`src/rtl/pl_rv32_fetch_unit.sv`:
```
`default_nettype none
// ============================================================================
// Module   : pl_rv32_fetch_unit
// Purpose  : RV32 fetch stage - owns the PC, issues imem req/gnt/rvalid
//            fetches and feeds decode from a small in-order FIFO.
// Revision : 1.0 - initial release
// ============================================================================
module pl_rv32_fetch_unit #(
  parameter logic [31:0] RESET_PC  = 32'h0000_0000,
  parameter int unsigned DEPTH     = 4,
  parameter logic [31:0] NOP_INSTR = 32'h0000_0013
) (
  input  logic        clk,
  input  logic        rst_n,
  output logic        imem_req,
  output logic [31:0] imem_addr,
  input  logic        imem_gnt,
  input  logic        imem_rvalid,
  input  logic [31:0] imem_rdata,
  input  logic        redirect_valid,
  input  logic [31:0] redirect_pc,
  output logic        id_valid,
  input  logic        id_ready,
  output logic [31:0] id_instr,
  output logic [31:0] id_pc,
  output logic        id_fault
);
  localparam int unsigned c_aw = (DEPTH > 1) ? $clog2(DEPTH) : 1;
  localparam int unsigned c_cw = c_aw + 1;
  localparam int unsigned c_sw = c_cw + 1;
  localparam logic [c_sw-1:0] c_depth_s = c_sw'(DEPTH);
  localparam logic [c_cw-1:0] c_depth_c = c_cw'(DEPTH);

  typedef enum logic [1:0] {
    ST_BOOT = 2'd0,
    ST_RUN  = 2'd1,
    ST_HALT = 2'd2
  } state_t;

  state_t          r_state, w_state_next;
  logic [31:0]     r_pc;
  logic            r_req_held;
  logic [31:0]     r_held_addr;
  logic            r_held_stale;
  logic [c_cw-1:0] r_outstanding, r_discard, r_occ;
  logic [c_aw-1:0] r_tq_wr, r_tq_rd, r_f_wr, r_f_rd;
  logic [31:0]     r_tq_mem  [DEPTH];
  logic [31:0]     r_f_instr [DEPTH];
  logic [31:0]     r_f_pc    [DEPTH];
  logic            r_f_fault [DEPTH];
  logic            r_fault_pending;
  logic [31:0]     r_fault_pc;

  logic            w_new_issue, w_accept, w_stale_accept, w_rv, w_drop;
  logic            w_data_push, w_fault_push, w_push, w_pop, w_misaligned;
  logic [c_sw-1:0] w_credit, w_out_sum, w_disc_sum;
  logic [c_cw-1:0] w_out_next, w_disc_next;

  assign w_misaligned = (redirect_pc[1:0] != 2'b00);
  assign w_credit     = c_sw'(r_outstanding) + c_sw'(r_occ) - c_sw'(id_valid & id_ready);

  always_comb begin
    w_state_next = r_state;
    if (redirect_valid) begin
      w_state_next = w_misaligned ? ST_HALT : ST_RUN;
    end else if (r_state == ST_BOOT) begin
      w_state_next = ST_RUN;
    end
    w_new_issue = (r_state == ST_RUN) && !r_req_held && (w_credit < c_depth_s);
  end

  // A request that saw no grant is replayed unchanged, even after a redirect.
  assign imem_req       = r_req_held | w_new_issue;
  assign imem_addr      = r_req_held ? r_held_addr : r_pc;
  assign w_accept       = imem_req & imem_gnt;
  assign w_stale_accept = w_accept & r_req_held & r_held_stale;

  // Responses with nothing outstanding (e.g. straddling a reset) are ignored.
  assign w_rv         = imem_rvalid & (r_outstanding != '0);
  assign w_drop       = w_rv & (r_discard != '0);
  assign w_data_push  = w_rv & (r_discard == '0) & ~redirect_valid;
  assign w_fault_push = r_fault_pending & (r_discard == '0) & ~redirect_valid & ~w_data_push;
  assign w_push       = w_data_push | w_fault_push;
  assign w_pop        = id_valid & id_ready & ~redirect_valid;

  assign w_out_sum  = c_sw'(r_outstanding) + c_sw'(w_accept) - c_sw'(w_rv);
  assign w_out_next = (w_out_sum > c_depth_s) ? c_depth_c : w_out_sum[c_cw-1:0];
  // On a redirect every response still owed to us is stale.
  assign w_disc_sum  = redirect_valid ? w_out_sum
                     : c_sw'(r_discard) - c_sw'(w_drop) + c_sw'(w_stale_accept);
  assign w_disc_next = (w_disc_sum > c_depth_s) ? c_depth_c : w_disc_sum[c_cw-1:0];

  always_ff @(posedge clk or negedge rst_n) begin
    if (!rst_n) begin
      r_state         <= ST_BOOT;
      r_pc            <= RESET_PC;
      r_req_held      <= 1'b0;
      r_held_addr     <= RESET_PC;
      r_held_stale    <= 1'b0;
      r_outstanding   <= '0;
      r_discard       <= '0;
      r_occ           <= '0;
      r_tq_wr         <= '0;
      r_tq_rd         <= '0;
      r_f_wr          <= '0;
      r_f_rd          <= '0;
      r_fault_pending <= 1'b0;
      r_fault_pc      <= 32'h0;
    end else begin
      r_state       <= w_state_next;
      r_req_held    <= imem_req & ~imem_gnt;
      r_held_addr   <= imem_addr;
      r_held_stale  <= imem_req & ~imem_gnt & (r_held_stale | redirect_valid);
      r_outstanding <= w_out_next;
      r_discard     <= w_disc_next;
      if (redirect_valid) begin
        r_pc <= redirect_pc;
      end else if (w_accept && !w_stale_accept) begin
        r_pc <= r_pc + 32'd4;
      end
      if (w_accept) r_tq_wr <= r_tq_wr + c_aw'(1);
      if (w_rv)     r_tq_rd <= r_tq_rd + c_aw'(1);
      if (redirect_valid) begin
        r_occ  <= '0;
        r_f_wr <= '0;
        r_f_rd <= '0;
      end else begin
        if (w_push) r_f_wr <= r_f_wr + c_aw'(1);
        if (w_pop)  r_f_rd <= r_f_rd + c_aw'(1);
        r_occ <= r_occ + c_cw'(w_push) - c_cw'(w_pop);
      end
      if (redirect_valid) begin
        r_fault_pending <= w_misaligned;
        r_fault_pc      <= redirect_pc;
      end else if (w_fault_push) begin
        r_fault_pending <= 1'b0;
      end
    end
  end

  always_ff @(posedge clk) begin
    if (w_accept) r_tq_mem[r_tq_wr] <= imem_addr;
    if (w_push) begin
      r_f_instr[r_f_wr] <= w_fault_push ? NOP_INSTR : imem_rdata;
      r_f_pc[r_f_wr]    <= w_fault_push ? r_fault_pc : r_tq_mem[r_tq_rd];
      r_f_fault[r_f_wr] <= w_fault_push;
    end
  end

  assign id_valid = (r_occ != '0);
  assign id_instr = id_valid ? r_f_instr[r_f_rd] : NOP_INSTR;
  assign id_pc    = id_valid ? r_f_pc[r_f_rd] : 32'h0;
  assign id_fault = id_valid & r_f_fault[r_f_rd];

`ifndef SYNTHESIS
  always_ff @(posedge clk) begin
    if (rst_n) begin
      assert (w_out_sum <= c_depth_s);
      assert (w_disc_sum <= c_depth_s);
      assert (!(imem_rvalid && (r_outstanding == '0)));
    end
  end
`endif

endmodule
`default_nettype wire
```
`config.mk`:
```
export PLATFORM = sky130hd
export DESIGN_NAME = pl_rv32_fetch_unit
export DESIGN_NICKNAME = d
export VERILOG_FILES = /design/src/rtl/pl_rv32_fetch_unit.sv
export SDC_FILE = /design/constraint.sdc
export NUM_CORES = 1
export LEC_CHECK = 0
export BUFFER_PORTS_ARGS = -buffer_cell sky130_fd_sc_hd__buf_4
export CAP_MARGIN = 0
export CELL_PAD_IN_SITES_DETAIL_PLACEMENT = 1
export CELL_PAD_IN_SITES_GLOBAL_PLACEMENT = 1
export CORE_ASPECT_RATIO = 1.75
export CORE_MARGIN = 2
export CORE_UTILIZATION = 45
export CTS_CLUSTER_SIZE = 40
export DETAILED_ROUTE_END_ITERATION = 8
export PLACE_DENSITY = 0.75
export SLEW_MARGIN = 20
export SYNTH_ARGS = -nofsm -noshare
export SYNTH_HDL_FRONTEND = slang
export SYNTH_SLANG_ARGS = --single-unit
```
`constraint.sdc`:
```
create_clock -name clk -period 9.26 [get_ports clk]
set_input_delay 2.315 -clock clk [delete_from_list [all_inputs] [get_ports clk]]
set_output_delay 2.315 -clock clk [all_outputs]
set_load 0.05 [all_outputs]
```
==> summary.md <==
| Metric | Value |
|---|---|
| Startpoint Class | `input port` |
| Via count | `11400` |
| Syn Nets | `1346` |
| Synth async-reset ratio | `23.3%` |
| Core area | `45800 µm²` |
| Post-synthesis compound-gate area fraction | `3.74%` |
| Fillers | `4298` |
| # clock sinks | `506` |
| Most common library cell in the layout ignoring fill and taps | `edfxtp_1` |
| Max Cap Viol | `0` |
| Relative slew slack | `26.5%` |
| Final design area excluding fillers | `24100 µm²` |
| Global-route usage over all layers | `20.8%` |
| Instance count of the mapped netlist | `1250` |
| Post-CTS Setup Inserts | `0` |
| Chip height | `288 µm` |
| Placed Area | `22700 µm²` |
| CP Class | `input port to output pin` |
| PD cells | `294 nW/µm²` |
| Non-Filler Instances | `2040` |
| CTS clock-pin slew for the worst setup and hold paths | `60 ps` |
| Worst Setup SP | `id_ready` |
| Main combinational cell family by area after synthesis | `multiplexers` |
| Synth Register Bits | `506` |
| Status | `completed` |
| Fin crit period | `6750 ps` |
| Area of the multi-input gates | `5730 µm²` |
| Xor/xnor share of the synthesized area | `1.01%` |
| Post-synth cell types | `61` |
| Dpl cells | `1959` |
| DR iter-0 viols | `684` |
| EDFF count, synth | `388` |
| Post-Synth Adder-Cell Area | `1.67%` |
| Total CTS buffers | `45` |
| Final nets | `1519` |
| RSZ-0062 raised after global routing | `no` |
| Largest net degree at the start of global routing | `81` |
| Placer Congestion | `0.815` |
| Maximum vdd ir drop | `0.167 mV` |
| Total gr overflow | `0` |
| DIE AREA | `48000 µm²` |
| Rows | `104` |
| Worst slew pin tran | `1100 ps` |
| Layout cell share with drive strength beyond 1 | `29.0%` |
| Starting density of the core | `45.4%` |
| Worst R2R End | `r_discard[1]` |
| DR pass1 iterations | `4` |
| Clk buf depth | `3` |
| Final hold vios | `0` |
| WL per Instance | `24.1 µm` |
| Skew final | `15.2 ps` |
| Vias per Instance | `5.57` |
| Crit path to | `imem_req` |
| Post-CTS resize count | `0` |
| Worst EP arrival | `4440 ps` |
| PortBufs | `168` |
| Initial antenna violation count | `1` |
| Fin crit share | `72.9%` |
| Synth Warn # | `0` |
| Worst-Skew Late Latency | `560 ps` |
| Hold Path Class | `register to register` |
| R2R depth | `19` |
| Vias in the first global route | `12600` |
| Routed WL | `49200 µm` |
| FF-to-FF Start | `r_occ[0]` |
| CP Capture Type | `output pin` |
| Hpwl dp | `31500 µm` |
| Multiplexer share of the synthesized area | `13.2%` |
| Post-route ant nets | `0` |
| Mapped Avg Cell Area | `16.6 µm²` |
| Sequential area share after synthesis | `70.3%` |
| Mapped Area | `20800 µm²` |
| Register area | `14600 µm²` |
| I/O pin count | `169` |
| Antenna fix cells | `0` |
| CTS root buffer | `clkbuf_16` |
| Post-Route Setup TNS | `0 ps` |
| Fin. max-slew vios | `0` |
| Crit-path max FO | `8` |
| Leakage | `8.66 nW` |
| Simple-Gate Fraction of Synth Area | `7.97%` |
| R2r setup slk | `4440 ps` |
| Htree depth | `2` |
| CTS tree | `yes` |
| Synth Flop Type | `edfxtp_1` |
| First-pass GRT wire length | `75800 µm` |
| DRC | `0` |
| Hold buffers post-CTS | `0` |
| Most frequent cells in the layout | `388 x edfxtp_1, 186 x buf_4, 114 x dfrtp_1, 111 x nand2_1, 98 x and2_1` |
| Die width | `166 µm` |
| Setup-failing EPs final | `0` |
| Area delta synth->final | `16.2%` |
| Maximum clock rate | `0.148 GHz` |
| Worst path required time | `6950 ps` |
[flip-flops by register name, summed over array words and instances (netlist names), 2 cells and up]
signal         count
r_f_rd             2
r_f_instr        128
r_tq_wr            2
r_f_fault          4
r_fault_pc        32
r_f_pc           128
r_held_addr       32
r_outstanding      3
r_f_wr             2
r_state            2
r_tq_mem         128
r_tq_rd            2
r_occ              3
r_pc              32
r_discard          3
[final cells by class]
cell class	instances	area share, %
repair buffers	186	5.78
clock inverters	21	0.995
inverters	55	0.855
well taps	583	3.02
clock buffers	60	5.06
multi-input cells	629	23.7
flip-flops and latches	506	60.5
[cell families after synthesis]
| group | count (synthesis) |
|---|---|
| and+or+nand+nor | 321 |
| AOI/OAI and AO/OA | 113 |
| buffers and inverters | 115 |
| muxes | 145 |
| DFF | 506 |
| xor gates and xnor gates | 24 |
| adders and majority gates | 26 |
[worst max-delay path: stages]
cell and delay [ps]:
buf_4 120, o31ai_4 100, or2_2 290, ha_1 300
nand2_1 80, o311ai_4 390, mux2i_4 430, nor2_1 130
inv_1 80, buf_4 190
[synthesized netlist by cell type, drive strengths merged (5+ instances only)]
master	n	area share, %
mux2i	5	0.30
nand4	10	0.30
nand3	14	0.34
or3	14	0.42
mux4	97	11
clkbuf	42	0.76
xor2	11	0.46
nand2	111	2.0
dfrtp	118	14
edfxtp	388	56
nor2	33	0.60
or2	5	0.15
a2111oi	5	0.42
and3	8	0.24
and2	102	3.1
o21ai	67	1.6
inv	53	0.96
o2111ai	5	0.24
ha	23	1.4
nor3	8	0.22
buf	18	0.42
a31oi	11	0.33
mux2	43	2.3
xnor2	13	0.55
[worst min-delay path by stage]
stage / startpoint / end / slack [ps] / cells after the start
2_1_floorplan: r_state[0] / r_state[0] / 480 / 1
5_1_grt: r_fault_pc[3] / r_fault_pc[3] / 540 / 1
4_1_cts: r_fault_pc[11] / r_fault_pc[11] / 510 / 1
6_report: r_fault_pc[11] / r_fault_pc[11] / 510 / 1
3_3_place_gp: r_fault_pc[3] / r_fault_pc[3] / 490 / 1
3_5_place_dp: r_fault_pc[11] / r_fault_pc[11] / 500 / 1
[report_power, final]
| part | leakage, nW | internal, mW | switching (mW) |
|---|---|---|---|
| clock network | 0.709 | 1.07 | 0.818 |
| logic | 3.05 | 0.830 | 1.48 |
| registers | 4.90 | 2.76 | 0.151 |
| total | 8.66 | 4.66 | 2.45 |
[per-stage QoR]
stage	hold WS, ps	setup slack (ps)	utilization [%]	power [mW]
6_report	509	2510	52.7	7.11
3_5_place_dp	497	2500	49.5	5.31
5_1_grt	538	2370	52.7	7.43
4_1_cts	511	2500	52.7	7.20
3_3_place_gp	490	2540	49.5	5.23
2_1_floorplan	478	2820	-	4.58
[metal layers]
layer / GRT usage (%) / part of all wire, % / up-vias
met5: 0 / 0.028 / -
met4: 9.53 / 4.5 / 2
met3: 2.97 / 4.2 / 111
met2: 37.4 / 53 / 303
met1: 24.8 / 39 / 5898
li1: - / - / 5049
Note: power is estimated with default switching activity, not from simulation.
